[src/rtl/hazard_stall_ctrl_if.sv]
// rtl/hazard_stall_ctrl_if.sv - memory line-fill handshake between the stall controller and memory
//
// Signals:
//   mem_req    controller -> memory  line-fill request, high for the whole wait
//   mem_ready  memory -> controller  line available, one-cycle pulse
//   refill_we  controller -> D-cache line write enable, one-cycle pulse
interface hazard_stall_ctrl_if;
    logic mem_req;
    logic mem_ready;
    logic refill_we;

    modport master (
        output mem_req,
        output refill_we,
        input  mem_ready
    );

    modport slave (
        input  mem_req,
        input  refill_we,
        output mem_ready
    );
endinterface

[src/rtl/hazard_stall_ctrl.sv]
// rtl/hazard_stall_ctrl.sv - load-use / branch / D-cache miss pipeline sequencing controller
//
// Parameters:
//   TIMEOUT_W  width of the miss watchdog; miss_err after 2^TIMEOUT_W-1 silent wait cycles
//   PERF_W     width of the saturating stall/miss counters
//
// Ports:
//   clk, rst             clock (rising edge), asynchronous active-low reset
//   ID_Rs, ID_Rt, ID_UseRt   source operands of the instruction in ID
//   EX_MemRead, EX_WR_out    load flag and destination of the instruction in EX
//   EX_BranchTaken       branch in EX resolved taken
//   M_MemRead, M_MemWrite, dcache_hit   M-stage access and its D-cache lookup result
//   mem                  line-fill handshake (mem_req, mem_ready, refill_we)
//   PCWrite, IF_ID_Write, IF_ID_Flush, ID_EX_Flush, pipe_freeze   pipeline controls
//   miss_err             sticky watchdog error
//   stall_cnt, miss_cnt  saturating performance counters
module hazard_stall_ctrl #(
    parameter int TIMEOUT_W = 8,
    parameter int PERF_W    = 16
) (
    input  logic              clk,
    input  logic              rst,
    input  logic [4:0]        ID_Rs,
    input  logic [4:0]        ID_Rt,
    input  logic              ID_UseRt,
    input  logic              EX_MemRead,
    input  logic [4:0]        EX_WR_out,
    input  logic              EX_BranchTaken,
    input  logic              M_MemRead,
    input  logic              M_MemWrite,
    input  logic              dcache_hit,
    hazard_stall_ctrl_if.master mem,
    output logic              PCWrite,
    output logic              IF_ID_Write,
    output logic              IF_ID_Flush,
    output logic              ID_EX_Flush,
    output logic              pipe_freeze,
    output logic              miss_err,
    output logic [PERF_W-1:0] stall_cnt,
    output logic [PERF_W-1:0] miss_cnt
);

    typedef enum logic [1:0] {
        RUN       = 2'd0,
        MISS_WAIT = 2'd1,
        REFILL    = 2'd2
    } state_t;

    localparam logic [TIMEOUT_W-1:0] WD_MAX   = {TIMEOUT_W{1'b1}};
    localparam logic [PERF_W-1:0]    PERF_MAX = {PERF_W{1'b1}};

    state_t               state;
    logic [TIMEOUT_W-1:0] wd;
    logic                 miss;
    logic                 loaduse;
    logic                 bubble;

    assign miss = (M_MemRead | M_MemWrite) & ~dcache_hit;

    // Register 0 is hard-wired zero, so a load targeting it never creates a hazard.
    assign loaduse = EX_MemRead & (EX_WR_out != 5'd0) &
                     ((EX_WR_out == ID_Rs) | (ID_UseRt & (EX_WR_out == ID_Rt)));

    // Pipeline controls decode from the state; hazards are only acted upon in RUN,
    // and a miss outranks both the branch flush and the load-use bubble.
    always_comb begin
        PCWrite     = 1'b1;
        IF_ID_Write = 1'b1;
        IF_ID_Flush = 1'b0;
        ID_EX_Flush = 1'b0;
        pipe_freeze = 1'b0;
        bubble      = 1'b0;
        case (state)
            RUN: begin
                if (miss) begin
                    PCWrite     = 1'b0;
                    IF_ID_Write = 1'b0;
                    pipe_freeze = 1'b1;
                end else if (EX_BranchTaken) begin
                    // The ID instruction is discarded, so any load-use on it is moot.
                    IF_ID_Flush = 1'b1;
                    ID_EX_Flush = 1'b1;
                end else if (loaduse) begin
                    PCWrite     = 1'b0;
                    IF_ID_Write = 1'b0;
                    ID_EX_Flush = 1'b1;
                    bubble      = 1'b1;
                end
            end
            default: begin
                PCWrite     = 1'b0;
                IF_ID_Write = 1'b0;
                pipe_freeze = 1'b1;
            end
        endcase
    end

    always_ff @(posedge clk or negedge rst) begin
        if (!rst) begin
            state         <= RUN;
            mem.mem_req   <= 1'b0;
            mem.refill_we <= 1'b0;
            miss_err      <= 1'b0;
            wd            <= '0;
            stall_cnt     <= '0;
            miss_cnt      <= '0;
        end else begin
            if ((pipe_freeze | bubble) && (stall_cnt != PERF_MAX)) begin
                stall_cnt <= stall_cnt + 1'b1;
            end

            case (state)
                RUN: begin
                    if (miss) begin
                        state       <= MISS_WAIT;
                        mem.mem_req <= 1'b1;
                        wd          <= '0;
                        if (miss_cnt != PERF_MAX) begin
                            miss_cnt <= miss_cnt + 1'b1;
                        end
                    end
                end
                MISS_WAIT: begin
                    if (mem.mem_ready) begin
                        state         <= REFILL;
                        mem.mem_req   <= 1'b0;
                        mem.refill_we <= 1'b1;
                        wd            <= '0;
                    end else begin
                        // Watchdog saturates; the error is raised as it reaches all-ones
                        // but the request stays outstanding in case memory answers late.
                        if (wd != WD_MAX) begin
                            wd <= wd + 1'b1;
                        end
                        if (wd == WD_MAX - 1'b1) begin
                            miss_err <= 1'b1;
                        end
                    end
                end
                REFILL: begin
                    // After the line write the M access re-probes in RUN and hits.
                    state         <= RUN;
                    mem.refill_we <= 1'b0;
                end
                default: begin
                    state         <= RUN;
                    mem.mem_req   <= 1'b0;
                    mem.refill_we <= 1'b0;
                    wd            <= '0;
                end
            endcase
        end
    end

endmodule

[src/flat_wrapper.sv]
// flat-port wrapper written by rule: the top's interface ports become plain ports
module hazard_stall_ctrl_flat 
#(
    parameter int TIMEOUT_W = 8,
    parameter int PERF_W    = 16
)
  (clk, rst, ID_Rs, ID_Rt, ID_UseRt, EX_MemRead, EX_WR_out, EX_BranchTaken, M_MemRead, M_MemWrite, dcache_hit, PCWrite, IF_ID_Write, IF_ID_Flush, ID_EX_Flush, pipe_freeze, miss_err, stall_cnt, miss_cnt, mem_mem_req, mem_refill_we, mem_mem_ready);
  hazard_stall_ctrl_if mem_i ();
  input  logic clk;
  input  logic rst;
  input  logic [4:0] ID_Rs;
  input  logic [4:0] ID_Rt;
  input  logic ID_UseRt;
  input  logic EX_MemRead;
  input  logic [4:0] EX_WR_out;
  input  logic EX_BranchTaken;
  input  logic M_MemRead;
  input  logic M_MemWrite;
  input  logic dcache_hit;
  output logic PCWrite;
  output logic IF_ID_Write;
  output logic IF_ID_Flush;
  output logic ID_EX_Flush;
  output logic pipe_freeze;
  output logic miss_err;
  output logic [PERF_W-1:0] stall_cnt;
  output logic [PERF_W-1:0] miss_cnt;
  output wire logic [$bits(mem_i.mem_req)-1:0] mem_mem_req;
  output wire logic [$bits(mem_i.refill_we)-1:0] mem_refill_we;
  input wire logic [$bits(mem_i.mem_ready)-1:0] mem_mem_ready;
  assign mem_mem_req = mem_i.mem_req;
  assign mem_refill_we = mem_i.refill_we;
  assign mem_i.mem_ready = mem_mem_ready;
  hazard_stall_ctrl #(.TIMEOUT_W(TIMEOUT_W), .PERF_W(PERF_W)) u_core (.clk(clk), .rst(rst), .ID_Rs(ID_Rs), .ID_Rt(ID_Rt), .ID_UseRt(ID_UseRt), .EX_MemRead(EX_MemRead), .EX_WR_out(EX_WR_out), .EX_BranchTaken(EX_BranchTaken), .M_MemRead(M_MemRead), .M_MemWrite(M_MemWrite), .dcache_hit(dcache_hit), .mem(mem_i), .PCWrite(PCWrite), .IF_ID_Write(IF_ID_Write), .IF_ID_Flush(IF_ID_Flush), .ID_EX_Flush(ID_EX_Flush), .pipe_freeze(pipe_freeze), .miss_err(miss_err), .stall_cnt(stall_cnt), .miss_cnt(miss_cnt));
endmodule
[config.mk]
export PLATFORM = sky130hd
export DESIGN_NAME = hazard_stall_ctrl_flat
export DESIGN_NICKNAME = d
export VERILOG_FILES = /design/src/rtl/hazard_stall_ctrl_if.sv /design/src/rtl/hazard_stall_ctrl.sv /design/src/flat_wrapper.sv
export SDC_FILE = /design/constraint.sdc
export NUM_CORES = 1
export LEC_CHECK = 0
export BUFFER_PORTS_ARGS = -buffer_cell sky130_fd_sc_hd__buf_2
export CAP_MARGIN = 30
export CORE_ASPECT_RATIO = 1.2
export CORE_MARGIN = 2
export CORE_UTILIZATION = 32
export CTS_CLUSTER_DIAMETER = 30
export CTS_CLUSTER_SIZE = 25
export DETAILED_ROUTE_END_ITERATION = 7
export PLACE_DENSITY = 0.6
export SLEW_MARGIN = 40
export SYNTH_ARGS = -nofsm -noshare
export SYNTH_HDL_FRONTEND = slang
export SYNTH_SLANG_ARGS = --single-unit
export TNS_END_PERCENT = 30
[constraint.sdc]
create_clock -name clk -period 3.7 [get_ports clk]
set_clock_uncertainty 0.15 [all_clocks]
set_input_delay 0.37 -clock clk [delete_from_list [all_inputs] [get_ports clk]]
set_output_delay 0.37 -clock clk [all_outputs]
set_load 0.1 [all_outputs]
==> flow_metrics.tcl <==
set metrics [dict create \
    area_growth_pct 23.9 \
    reg2reg_depth 6 \
    tightestPinTransition_ps 801 \
    cp-startpoint "u_core.stall_cnt[0]" \
    worstPathMaxFanout 15 \
    p_total_mw 2.06 \
    io_pins 64 \
    stdcell_count 370 \
    drc 0 \
    placed_area_sq_mm 0.00270 \
    synth_area_per_cell_sq_um 10.7 \
    totalWireLength_microns 4760 \
    clk_latency_ps 300 \
    drv_slew 0 \
    ys_async_sr_fraction_pct 100 \
    synthTopCellsByCount "dfrtp_1 (45), xnor2_1 (25), nor2_1 (19), xor2_1 (19), nand2_1 (18)" \
    cts_root_buf "clkbuf_8" \
    cts.sinks 45 \
    stdcell_area_sq_mm 0.00284 \
    start_util_pct 33.3 \
    cp-start-kind "flop" \
    drt_first_pass_iters 4 \
    track_usage_pct 12.5 \
    clock_path_buffers 2 \
    hold_viol 0 \
    ys_ff_latch 45 \
    synth_nets 242 \
    crit_type "reg2reg" \
    fmax_mhz 407 \
    synth_top_area_cell "dfrtp_1" \
    critPathRequiredTime_ps 3740 \
    relSlewSlack_pct 46.6 \
    io_buffer_count 63 \
    ant_nets 0 \
    die_h_microns 96.8 \
    cts.htree.levels 2 \
    hp-class "in2reg" \
    ir_worst_vdd_mv 0.505 \
    min_period_ps 2460 \
    finalSetupViolCount 0 \
    rsz0062_at_grt "false" \
    diodes 0 \
    numCtsBuffers 5 \
    die_area_sq_mm 0.00787 \
    syn_area_sq_mm 0.00230 \
    drive_above_1_share_pct 30.7 \
    holdPathStages 3 \
    multi_input_area_sq_mm 0.00112 \
    antenna_found_initial 0 \
    synth_cell_types 39 \
    grt_pass1_wl_microns 7890 \
    finish.utilization_pct 41.2 \
    finalNetCount 310 \
    cp.arrival_ps 2500 \
    nFillCells 682 \
    yosys_warnings 0 \
    drt_iter0_drc 85 \
    r2r-start "u_core.stall_cnt[0]" \
    cts_tree "done" \
    dpl.cell_count 361 \
    power.density_mw_per_mm2 725 \
    synth_edf_count 0 \
    fin_crit_sh_pct 66.4 \
    synthCells 214 \
    die_w_microns 81.3 \
    gp_congestion 0.760 \
    routedWlPerCell_microns 12.9 \
    overflow 0 \
    worstReg2RegEnd "u_core.stall_cnt[1]" \
    grt_max_degree 46 \
    synth.area.top_cells "dfrtp_1 (49%), xnor2_1 (9.5%), xor2_1 (7.2%)" \
    num_vias 1775 \
    end_kind "flop" \
    yosysSeqAreaShare_pct 49.0 \
    endpoint "u_core.stall_cnt[1]" \
    clk_pin_slew_ps 90 \
    grt_pass1_vias 1705 \
    synth.most_common_cell "dfrtp_1" \
    via_per_inst 4.80 \
    core-area_sq_mm 0.00690 \
    dpl.hpwl_microns 3530 \
    p_leak_nw 1.41 \
    yosysTopAreaCellShare_pct 49.0 \
    r2r_slack_ps 1240 \
    tns_ps 0 \
    maxCapViolations 0 \
    final-seq-area_sq_mm 0.00113 \
    rows 33 \
    synthFlopType "dfrtp_1" \
    status "completed" \
]
-- cells in the final DEF (no fill, tap or decap), types with 2 or more instances in the layout --
cell type  synthesis  final
inv_1              8      8
and3_1             3      3
buf_2              0     62
and4_1             4      4
nand4_1           15     15
mux2_2             3      3
dfrtp_1           45     45
xnor2_1           25     25
nor3_1             3      3
nand3_1           12     12
nand2_1           18     18
a21o_1             2      2
nor2_1            19     19
nand3_2            4      4
o21ai_0            2      2
xor2_1            19     19
and2_1             3      3
bufinv_16          0      2
clkbuf_8           0      5
nor4_2             2      2
a21oi_1            2      2
ha_1               4      4
o21ai_2            2      2
-- through the flow --
stage	worst slack, ps	hold slack (ps)
6_report	1240	206
3_5_place_dp	1190	265
2_1_floorplan	654	-75.6
5_1_grt	1090	216
4_1_cts	1230	193
3_3_place_gp	1230	311
-- registers in the layout, summed over array words and instances, names as in the netlist --
| signal | cells |
|---|---|
| u_core.miss_cnt | 16 |
| u_core.stall_cnt | 16 |
| u_core.wd | 8 |
| u_core.state | 2 |
| u_core.mem.mem_req | 1 |
| u_core.mem.refill_we | 1 |
| u_core.miss_err | 1 |
-- worst min path at each step --
stage | startpoint | endpoint | slack [ps]
3_3_place_gp | u_core.miss_err | u_core.miss_err | 310
6_report | mem_mem_ready | u_core.state[1] | 210
2_1_floorplan | rst | u_core.mem.mem_req | -80
3_5_place_dp | rst | u_core.miss_cnt[3] | 260
5_1_grt | mem_mem_ready | u_core.state[1] | 220
4_1_cts | mem_mem_ready | u_core.state[1] | 190
-- routing by layer --
metal	vias up	track usage [%]	part of all wire, %
met1	870	16.5	46
met5	-	0	0
met4	0	3.13	0.55
met3	2	3.08	3.4
met2	33	20.4	50
li1	870	-	-
-- cell families after synthesis --
kind of cell,count (synthesis),synth area share [%]
xor+xnor,45,17.5
flops,45,49.0
buf+inv,11,2.29
compound gates,13,4.20
mux,4,1.96
simple gates,92,22.8
fa+ha+maj,4,2.18
-- power by group --
part           internal (mW)  total, mW  switching [mW]
combinational          0.169      0.951           0.782
sequential             0.574      0.673          0.0990
clock                  0.268      0.439           0.171
total                   1.01       2.06            1.05
-- worst max-delay path, cell delays in order, from the launching register on --
cell and delay [ps]:
dfrtp_1 430, ha_1 240, nand4_1 90, nor4_1 60, or3_1 330, o21ai_2 640, mux2_2 410
-- what timing repair did --
| action | CTS | global route |
|---|---|---|
| hold buffers | 1 | 0 |
| resized for setup | 0 | 0 |
| buffers inserted | 0 | 0 |
| setup endpoints to repair | 0 | 0 |
| endpoints found under the hold margin | 45 | 0 |
-- area by class of cell --
type | instances | area share (%)
Clock buffer | 5 | 2.42
Timing Repair Buffer | 64 | 11.5
Tap cell | 87 | 3.83
Inverter | 8 | 1.06
Sequential cell | 45 | 39.6
Clock inverter | 3 | 2.29
Multi-Input combinational cell | 158 | 39.3
No activity file was read; power rests on OpenSTA's default activity.
